$ cat src/rtl/vec_arith_pkg.sv
// Shared sizing helpers for the vector arithmetic datapath.
// Both the accumulator ports and the adder tree derive their widths from these.
package vec_arith_pkg;

  function automatic int tree_levels(input int length);
    return $clog2(length);
  endfunction

  function automatic int sum_width(input int prd_width, input int length);
    return prd_width + $clog2(length);
  endfunction

endpackage

$ cat src/rtl/add_tree_int.sv
// Pipelined signed adder tree: one register level per halving of the vector.
// Valid and last travel alongside the data and everything stalls on i_en=0.
module add_tree_int
  import vec_arith_pkg::*;
#(
  parameter int in_width = 16,
  parameter int length   = 32
) (
  input  logic                                          i_clk,
  input  logic                                          i_rst,
  input  logic                                          i_en,
  input  logic                                          i_valid,
  input  logic                                          i_last,
  input  logic [length-1:0][in_width-1:0]               i_vec,
  output logic                                          o_valid,
  output logic                                          o_last,
  output logic signed [sum_width(in_width, length)-1:0] o_sum
);

  localparam int levels = tree_levels(length);
  localparam int leaves = 1 << levels;
  localparam int stages = (levels == 0) ? 1 : levels;
  localparam int sw     = sum_width(in_width, length);

  // lvl[0] is the zero-padded input vector, lvl[k] is the output of register stage k-1
  logic signed [sw-1:0] lvl  [stages][leaves];
  logic signed [sw-1:0] regs [stages][leaves];
  logic [stages-1:0]    vld;
  logic [stages-1:0]    lst;

  always_comb begin
    for (int k = 0; k < stages; k++)
      for (int j = 0; j < leaves; j++)
        lvl[k][j] = '0;
    for (int j = 0; j < length; j++)
      lvl[0][j] = sw'($signed(i_vec[j]));
    for (int k = 1; k < stages; k++)
      for (int j = 0; j < leaves; j++)
        lvl[k][j] = regs[k-1][j];
  end

  // A single-leaf tree degenerates to a plain pass-through register
  always_ff @(posedge i_clk or posedge i_rst) begin
    if (i_rst) begin
      for (int k = 0; k < stages; k++)
        for (int j = 0; j < leaves; j++)
          regs[k][j] <= '0;
      vld <= '0;
      lst <= '0;
    end else if (i_en) begin
      for (int k = 0; k < stages; k++)
        for (int j = 0; j < leaves; j++) begin
          if (2*j + 1 < (leaves >> k))
            regs[k][j] <= lvl[k][(2*j) % leaves] + lvl[k][(2*j + 1) % leaves];
          else if (2*j < (leaves >> k))
            regs[k][j] <= lvl[k][(2*j) % leaves];
          else
            regs[k][j] <= '0;
        end
      vld[0] <= i_valid;
      lst[0] <= i_valid && i_last;
      for (int k = 1; k < stages; k++) begin
        vld[k] <= vld[k-1];
        lst[k] <= lst[k-1];
      end
    end
  end

  assign o_valid = vld[stages-1];
  assign o_last  = lst[stages-1];
  assign o_sum   = regs[stages-1][0];

endmodule

$ cat src/rtl/vec_sum_acc_int.sv
// Reduces each product vector through the adder tree and accumulates beat sums per group,
// emitting one signed result per group over a valid/ready output.
module vec_sum_acc_int
  import vec_arith_pkg::*;
#(
  parameter int prd_width = 16,
  parameter int length    = 32,
  parameter int acc_width = sum_width(prd_width, length) + 8
) (
  input  logic                           i_clk,
  input  logic                           i_rst,
  input  logic [length-1:0][prd_width-1:0] i_prd,
  input  logic                           i_valid,
  input  logic                           i_last,
  output logic                           o_ready,
  output logic signed [acc_width-1:0]    o_sum,
  output logic                           o_valid,
  input  logic                           i_ready
);

  localparam int tree_w = sum_width(prd_width, length);

  logic                        en;
  logic                        tree_valid;
  logic                        tree_last;
  logic signed [tree_w-1:0]    tree_sum;
  logic signed [acc_width-1:0] acc;
  logic signed [acc_width-1:0] next_sum;
  logic                        first;

  // One enable freezes the whole pipeline while a result waits on the consumer
  assign en      = !o_valid || i_ready;
  assign o_ready = en;

  add_tree_int #(
    .in_width (prd_width),
    .length   (length)
  ) u_tree (
    .i_clk   (i_clk),
    .i_rst   (i_rst),
    .i_en    (en),
    .i_valid (i_valid),
    .i_last  (i_last),
    .i_vec   (i_prd),
    .o_valid (tree_valid),
    .o_last  (tree_last),
    .o_sum   (tree_sum)
  );

  assign next_sum = (first ? '0 : acc) + acc_width'(tree_sum);

  // With en high, a pending result is either absent or being consumed this cycle
  always_ff @(posedge i_clk or posedge i_rst) begin
    if (i_rst) begin
      acc     <= '0;
      first   <= 1'b1;
      o_sum   <= '0;
      o_valid <= 1'b0;
    end else if (en) begin
      o_valid <= 1'b0;
      if (tree_valid) begin
        if (tree_last) begin
          o_sum   <= next_sum;
          o_valid <= 1'b1;
          acc     <= '0;
          first   <= 1'b1;
        end else begin
          acc   <= next_sum;
          first <= 1'b0;
        end
      end
    end
  end

endmodule
$ cat config.mk
export PLATFORM = sky130hd
export DESIGN_NAME = vec_sum_acc_int
export DESIGN_NICKNAME = d
export VERILOG_FILES = /design/src/rtl/vec_arith_pkg.sv /design/src/rtl/add_tree_int.sv /design/src/rtl/vec_sum_acc_int.sv
export SDC_FILE = /design/constraint.sdc
export NUM_CORES = 2
export LEC_CHECK = 0
export CAP_MARGIN = 20
export CELL_PAD_IN_SITES_DETAIL_PLACEMENT = 0
export CELL_PAD_IN_SITES_GLOBAL_PLACEMENT = 2
export CORE_UTILIZATION = 35
export CTS_CLUSTER_DIAMETER = 80
export DETAILED_ROUTE_END_ITERATION = 8
export PLACE_DENSITY = 0.89
export SYNTH_ARGS = -nofsm -noshare
export SYNTH_HDL_FRONTEND = slang
export SYNTH_SLANG_ARGS = --single-unit
export TNS_END_PERCENT = 5
$ cat constraint.sdc
create_clock -name i_clk -period 32.5 [get_ports i_clk]
set_input_delay 9.75 -clock i_clk [delete_from_list [all_inputs] [get_ports i_clk]]
set_output_delay 9.75 -clock i_clk [all_outputs]
set_load 0.005 [all_outputs]
### Yosys cells after proc, flatten, opt, wreduce, memory -nomap -nowiden

Cells that the tools add are included.

| storage, ports and cells | value |
|---|---|
| flip-flop bits (word level) | 721 |
| input bits | 517 |
| output and inout bits | 31 |
| word-level logic and storage cells | 78 |

| operators by class | value |
|---|---|
| add/subtract/negate cells | 32 |
| muxes and demuxes | 4 |
| reduce and logical (&&, ||, !) cells | 5 |

Operators by type and width:

| kind | count |
|---|---|
| $add A21 B21 Y21 | 15 |
| $add A16 B16 Y17 | 16 |
| $mux W29 | 2 |
| $add A29 B29 Y29 | 1 |
| $reduce_and A3 Y1 | 1 |
| $mux W1 | 2 |
| $reduce_and A2 Y1 | 1 |
| $logic_and A1 B1 Y1 | 1 |
| $logic_not A1 Y1 | 1 |
| $logic_or A1 B1 Y1 | 1 |

### Depth between registers and ports, before layout

| depth | value |
|---|---|
| depth in word-level cells | 3 |
| gate-level depth with buffers | 13 |
| gate-level depth less buffers | 12 |

### Hierarchy

From an unflattened synthesis, not the netlist that was laid out.

| second synthesis, totals | value |
|---|---|
| cell total of the unflattened synthesis | 5021 |
| area, all modules | 48949.4 um^2 |

Modules (own cells, without submodules):

| module | instances | cells each | area each (um^2) | seq. area each (um^2) |
|---|---|---|---|---|
| add_tree_int | 1 | 4605 | 45108.3 | 14939.3 |
| vec_sum_acc_int | 1 | 416 | 3841.2 | 1502.7 |

### Worst setup path before layout

No wires, ideal clock.

| timing | value |
|---|---|
| kind | in2out |
| start | input port i_ready |
| end | output port o_ready |
| arrival time | 10697 ps |
| required time | 22750 ps |
| slack | 12053 ps |
| stages | 5 |
| path buffers | 3 |
| cells stage by stage | nor2b_1 > clkinv_1 > clkbuf_1 > clkbuf_1 > clkbuf_1 |

| on the way | value |
|---|---|
| longest elaborated chain between the ends | 1 |

RTL lines:

| element | RTL line | RTL |
|---|---|---|
| start: declaration | vec_sum_acc_int.sv:18 | `input logic i_ready` |
| $logic_or A1 B1 Y1 | vec_sum_acc_int.sv:32 | `assign en = !o_valid \|\| i_ready;` |
| end: declaration | vec_sum_acc_int.sv:15 | `output logic o_ready,` |

No other way between the ends.

### Worst setup path after layout

Ends and elaborated chain as after synthesis.

==> results.md <==
Detailed routing:
- Across all layers, the routed design uses around 38000 vias.
- The count of nets left with antenna violations once routing finished came out at 0.
- In the routed design, unresolved DRC markers number 0.
- After detailed routing, the number of vias per cell comes to around 5.1.
- In the final routed layout, each cell accounts on average for around 15 um.
- The post-detailed-routing wire length is roughly 120000 um.
- The amount of wire on met2 after detailed routing is 53300 um.
- The number of search-and-repair iterations in the first detailed-routing pass is 5.
- The sum of met3 wire segment lengths after detailed routing is 3830 um.
- The initial detailed-routing violation count is 2027.
- The highest layer touched by signal routing is met4.
- The met1 wire length is between 50000 and 60000 um.

Critical path:
- The kind of launch point of the worst setup path is an input pin.
- The library cell appearing most often on the critical path is clkdlybuf4s50_1.
- The data required time of the worst path is ~23 ns.
- The largest fanout on the critical path is 96.
- The critical path goes through clkdlybuf4s50_1 > nor2b_4 > inv_8 > clkdlybuf4s50_1.
- Data on the critical path arrives at its endpoint at approximately 11 ns.
- For this run, the slowest stage of the critical path takes between 0.6 and 0.7 ns.
- The worst setup path is of the in -> out kind.
- The worst setup path is captured at an output port.
- The critical path's slowest cell is clkdlybuf4s50_1.

Clocking:
- The H-tree level count is 3.
- In this run the post-CTS setup repair buffer count came out at 0.
- Clock-pin slew was measured on the worst setup and hold paths at about 0.050 ns.
- The post-CTS resize count is 0.
- The TritonCTS clock tree is built.
- For this design, the sink count on the clock tree is 657.
- The master cell of the clock root buffer is clkbuf_16.
- The maximum clock path buffer count is 3.
- Counting the buffers created by CTS gives 79.
- The clock insertion delay at the later pin of the skew report is around 0.64 ns.
- For this design, the CTS-stage hold fixing added 0 buffers.

Place:
- The congestion estimate from routability-driven global placement came to just over 0.8.
- The number of input and output port buffers inserted is between 500 and 600.
- In this run, placement finished with an instance count of about 7400.
- Detailed placement finished with a half-perimeter wire length of a little under 90000 um.

Hold path:
- The path class of the tightest hold or removal check is reg -> reg.

Timing:
- Setup repair after global routing left no endpoint under its margin.
- The maximum clock frequency is around 0.047 GHz.
- After routing, the total negative slack on setup checks comes to 0 ns.
- Counting I/O delays and the setup requirement, the final critical path takes about 21 ns.
- The number of failing hold endpoints at the final stage came to 0.
- At the pin with the least slew margin, the transition time is around 1.0 ns.
- The final clock period utilization by the worst path is about two thirds.
- The clock skew is 0.0199 ns.
- The number of pins with negative max-slew slack in the final report is 0.
- The remaining max-slew budget at the tightest pin is 29.2%.
- The setup-violating endpoint count in the final report is 0.

Synth:
- The cell area that synthesis handed to floorplanning was roughly 46000 um^2.
- The unique cell type count in the Yosys netlist is between 80 and 90.
- The cell count after synthesis came out at around 5200.
- Sequential elements use 35.5% of the synthesized area.
- The number of synthesized flops with an enable pin is 0.
- The main flop type after synthesis is dfrtp_1.
- After synthesis the netlist holds a flip-flop and latch count of approximately 660.
- The fraction of registers with async set/reset is 100%.
- The number of synthesis warnings is 0.
- Counting every net in the synthesized netlist gives 6323.
- The mean area per synthesized cell is just under 9 um^2.

Floorplanning:
- The site row count is around 130.
- The count of pins on the block boundary is 548.
- The die is about 370 um tall.
- The initial utilization of the core area, before any placement, comes to approximately a third.
- The total die area is roughly 130000 um^2.
- The total area inside the core boundary comes to between 100000 and 150000 um^2.
- The floorplan step set the die width to approximately 370 um.

Power:
- For this design the static power due to leakage is around 25 nW.
- The worst-case IR drop observed on VDD is between 0.04 and 0.05 mV.
- Dividing total power by cell area gives a power density of ~100 nW/um^2.

Final layout:
- Leaving out fill and tap cells, the most frequent cell in the layout is dfrtp_1.
- The final layout contains roughly 7000 nets.
- The top cell types in the final layout, fill and taps aside, are 656 x dfrtp_1, 640 x nand2_1, 606 x a21oi_1.
- Compared with the post-synthesis result, the final layout area differs by 21.9%.
- The final non-filler cell total is ~7500.
- Cells with a size suffix above 1 make up under 10% of the layout.
- Counting the fill cells in the layout gives ~13000.

Run:
- Max-cap violations in this run came to 0.

GRT:
- The combined global-route utilization of all metal layers is approximately 17%.
- The total congestion overflow is 0.
- The largest net degree at the start of global routing is roughly 190.
- The wire length of the first global-routing pass is 189000 um.
- The initial antenna violation count is 1.
- The number of global-route vias before repair came to between 30000 and 40000.

Run status:
- The run finished with clean final reports.
-- flip-flops by register name (all words and copies together), names as in the netlist --
signal and flops:
u_tree.vld 5, u_tree.lvl 566, u_tree.o_sum 21, o_valid 1, o_sum 29, u_tree.lst 5
acc 29, first 1
-- critical path: cells and delay by family --
family	cells	cell delay (ns)
simple gates	1	0.08
buf+inv	3	1.46
-- final timing paths --
path / from / end / slack [ns] / cells past startpoint
worst max-delay path: i_ready / o_ready / 11.39 / 4
min in group asynchronous: i_rst / u_tree.lvl[2385]$_DFFE_PP0N_ / 9.69 / 2
worst min register to register: u_tree.vld[2]$_DFFE_PP0N_ / u_tree.vld[2]$_DFFE_PP0N_ / 0.47 / 2
max in group asynchronous: i_rst / u_tree.lvl[2541]$_DFFE_PP0N_ / 20.63 / 4
worst max register to register: first$_DFFE_PP1P_ / acc[28]$_DFFE_PP0P_ / 28.35 / 12
worst min-delay path: u_tree.vld[2]$_DFFE_PP0N_ / u_tree.vld[2]$_DFFE_PP0N_ / 0.47 / 2
-- area by class of cell --
cell class | count | area (um^2) | area share, %
multi-input combinational | 4294 | 28900 | 51.1
tap | 1755 | 2200 | 3.89
sequential | 657 | 16400 | 29.1
timing repair buffer | 573 | 5780 | 10.2
inverter | 117 | 454 | 0.805
clock buffer | 109 | 2240 | 3.97
clock inverter | 35 | 453 | 0.803
antenna | 1 | 2.50 | 0.00444
-- per-stage QoR --
| stage | utilization, % | total power (W) | setup slack (ns) | hold slack (ns) | cell area [um^2] |
|---|---|---|---|---|---|
| 6_report | 43.0 | 0.00563 | 11.39 | 0.466 | 56400 |
| 5_1_grt | 43.0 | 0.00618 | 11.29 | 0.491 | 56400 |
| 4_1_cts | 42.9 | 0.00570 | 11.38 | 0.468 | 56300 |
| 3_5_place_dp | 40.8 | 0.00473 | 11.39 | 0.457 | 53600 |
| 3_3_place_gp | 40.8 | 0.00468 | 11.38 | 0.454 | 53600 |
| 2_1_floorplan | - | 0.00387 | 4.34 | 0.439 | 46300 |
-- report_power, final --
part           internal (W)  switching, W
clock              0.000556      0.000365
sequential          0.00121      0.000288
combinational       0.00144       0.00177
total               0.00321       0.00243
-- per-layer routing --
layer | up-vias | track usage [%]
li1 | 19600 | -
met1 | 17900 | 24.1
met2 | 555 | 28.2
met3 | 120 | 2.00
met4 | 0 | 4.09
met5 | - | 0
-- kinds of logic (layout without fill, tap and decap cells) --
group | after synthesis | in the layout | synth area share (%)
AOI/OAI and AO/OA | 1608 | 1608 | 21.5
xor gates and xnor gates | 479 | 479 | 9.07
adders and majority gates | 592 | 592 | 16.5
buffers and inverters | 263 | 834 | 2.14
DFF | 657 | 657 | 35.5
muxes | 18 | 18 | 0.438
other | 0 | 1 | 0
and+or+nand+nor | 1597 | 1597 | 14.8
-- cell usage after synthesis (37+ instances only) --
cell      count  area (um^2)
nand3_1      85          425
a211oi_1     37          278
nor3_1       83          415
clkbuf_1    133          499
nor2_1      549         2060
ha_1        560         7010
nand2_1     640         2400
xor2_1      277         2430
nand2b_1     52          325
xnor2_1     202         1770
o21ai_0     359         1800
nor2b_1      77          482
o211ai_1     43          323
o31ai_1      47          353
a21oi_1     606         3030
a21o_1      156         1170
dfrtp_1     656        16400
inv_1       116          435
o21bai_1     64          480
a211o_1      44          385
o21a_1       60          450
Power figures use the tool's default switching activity.
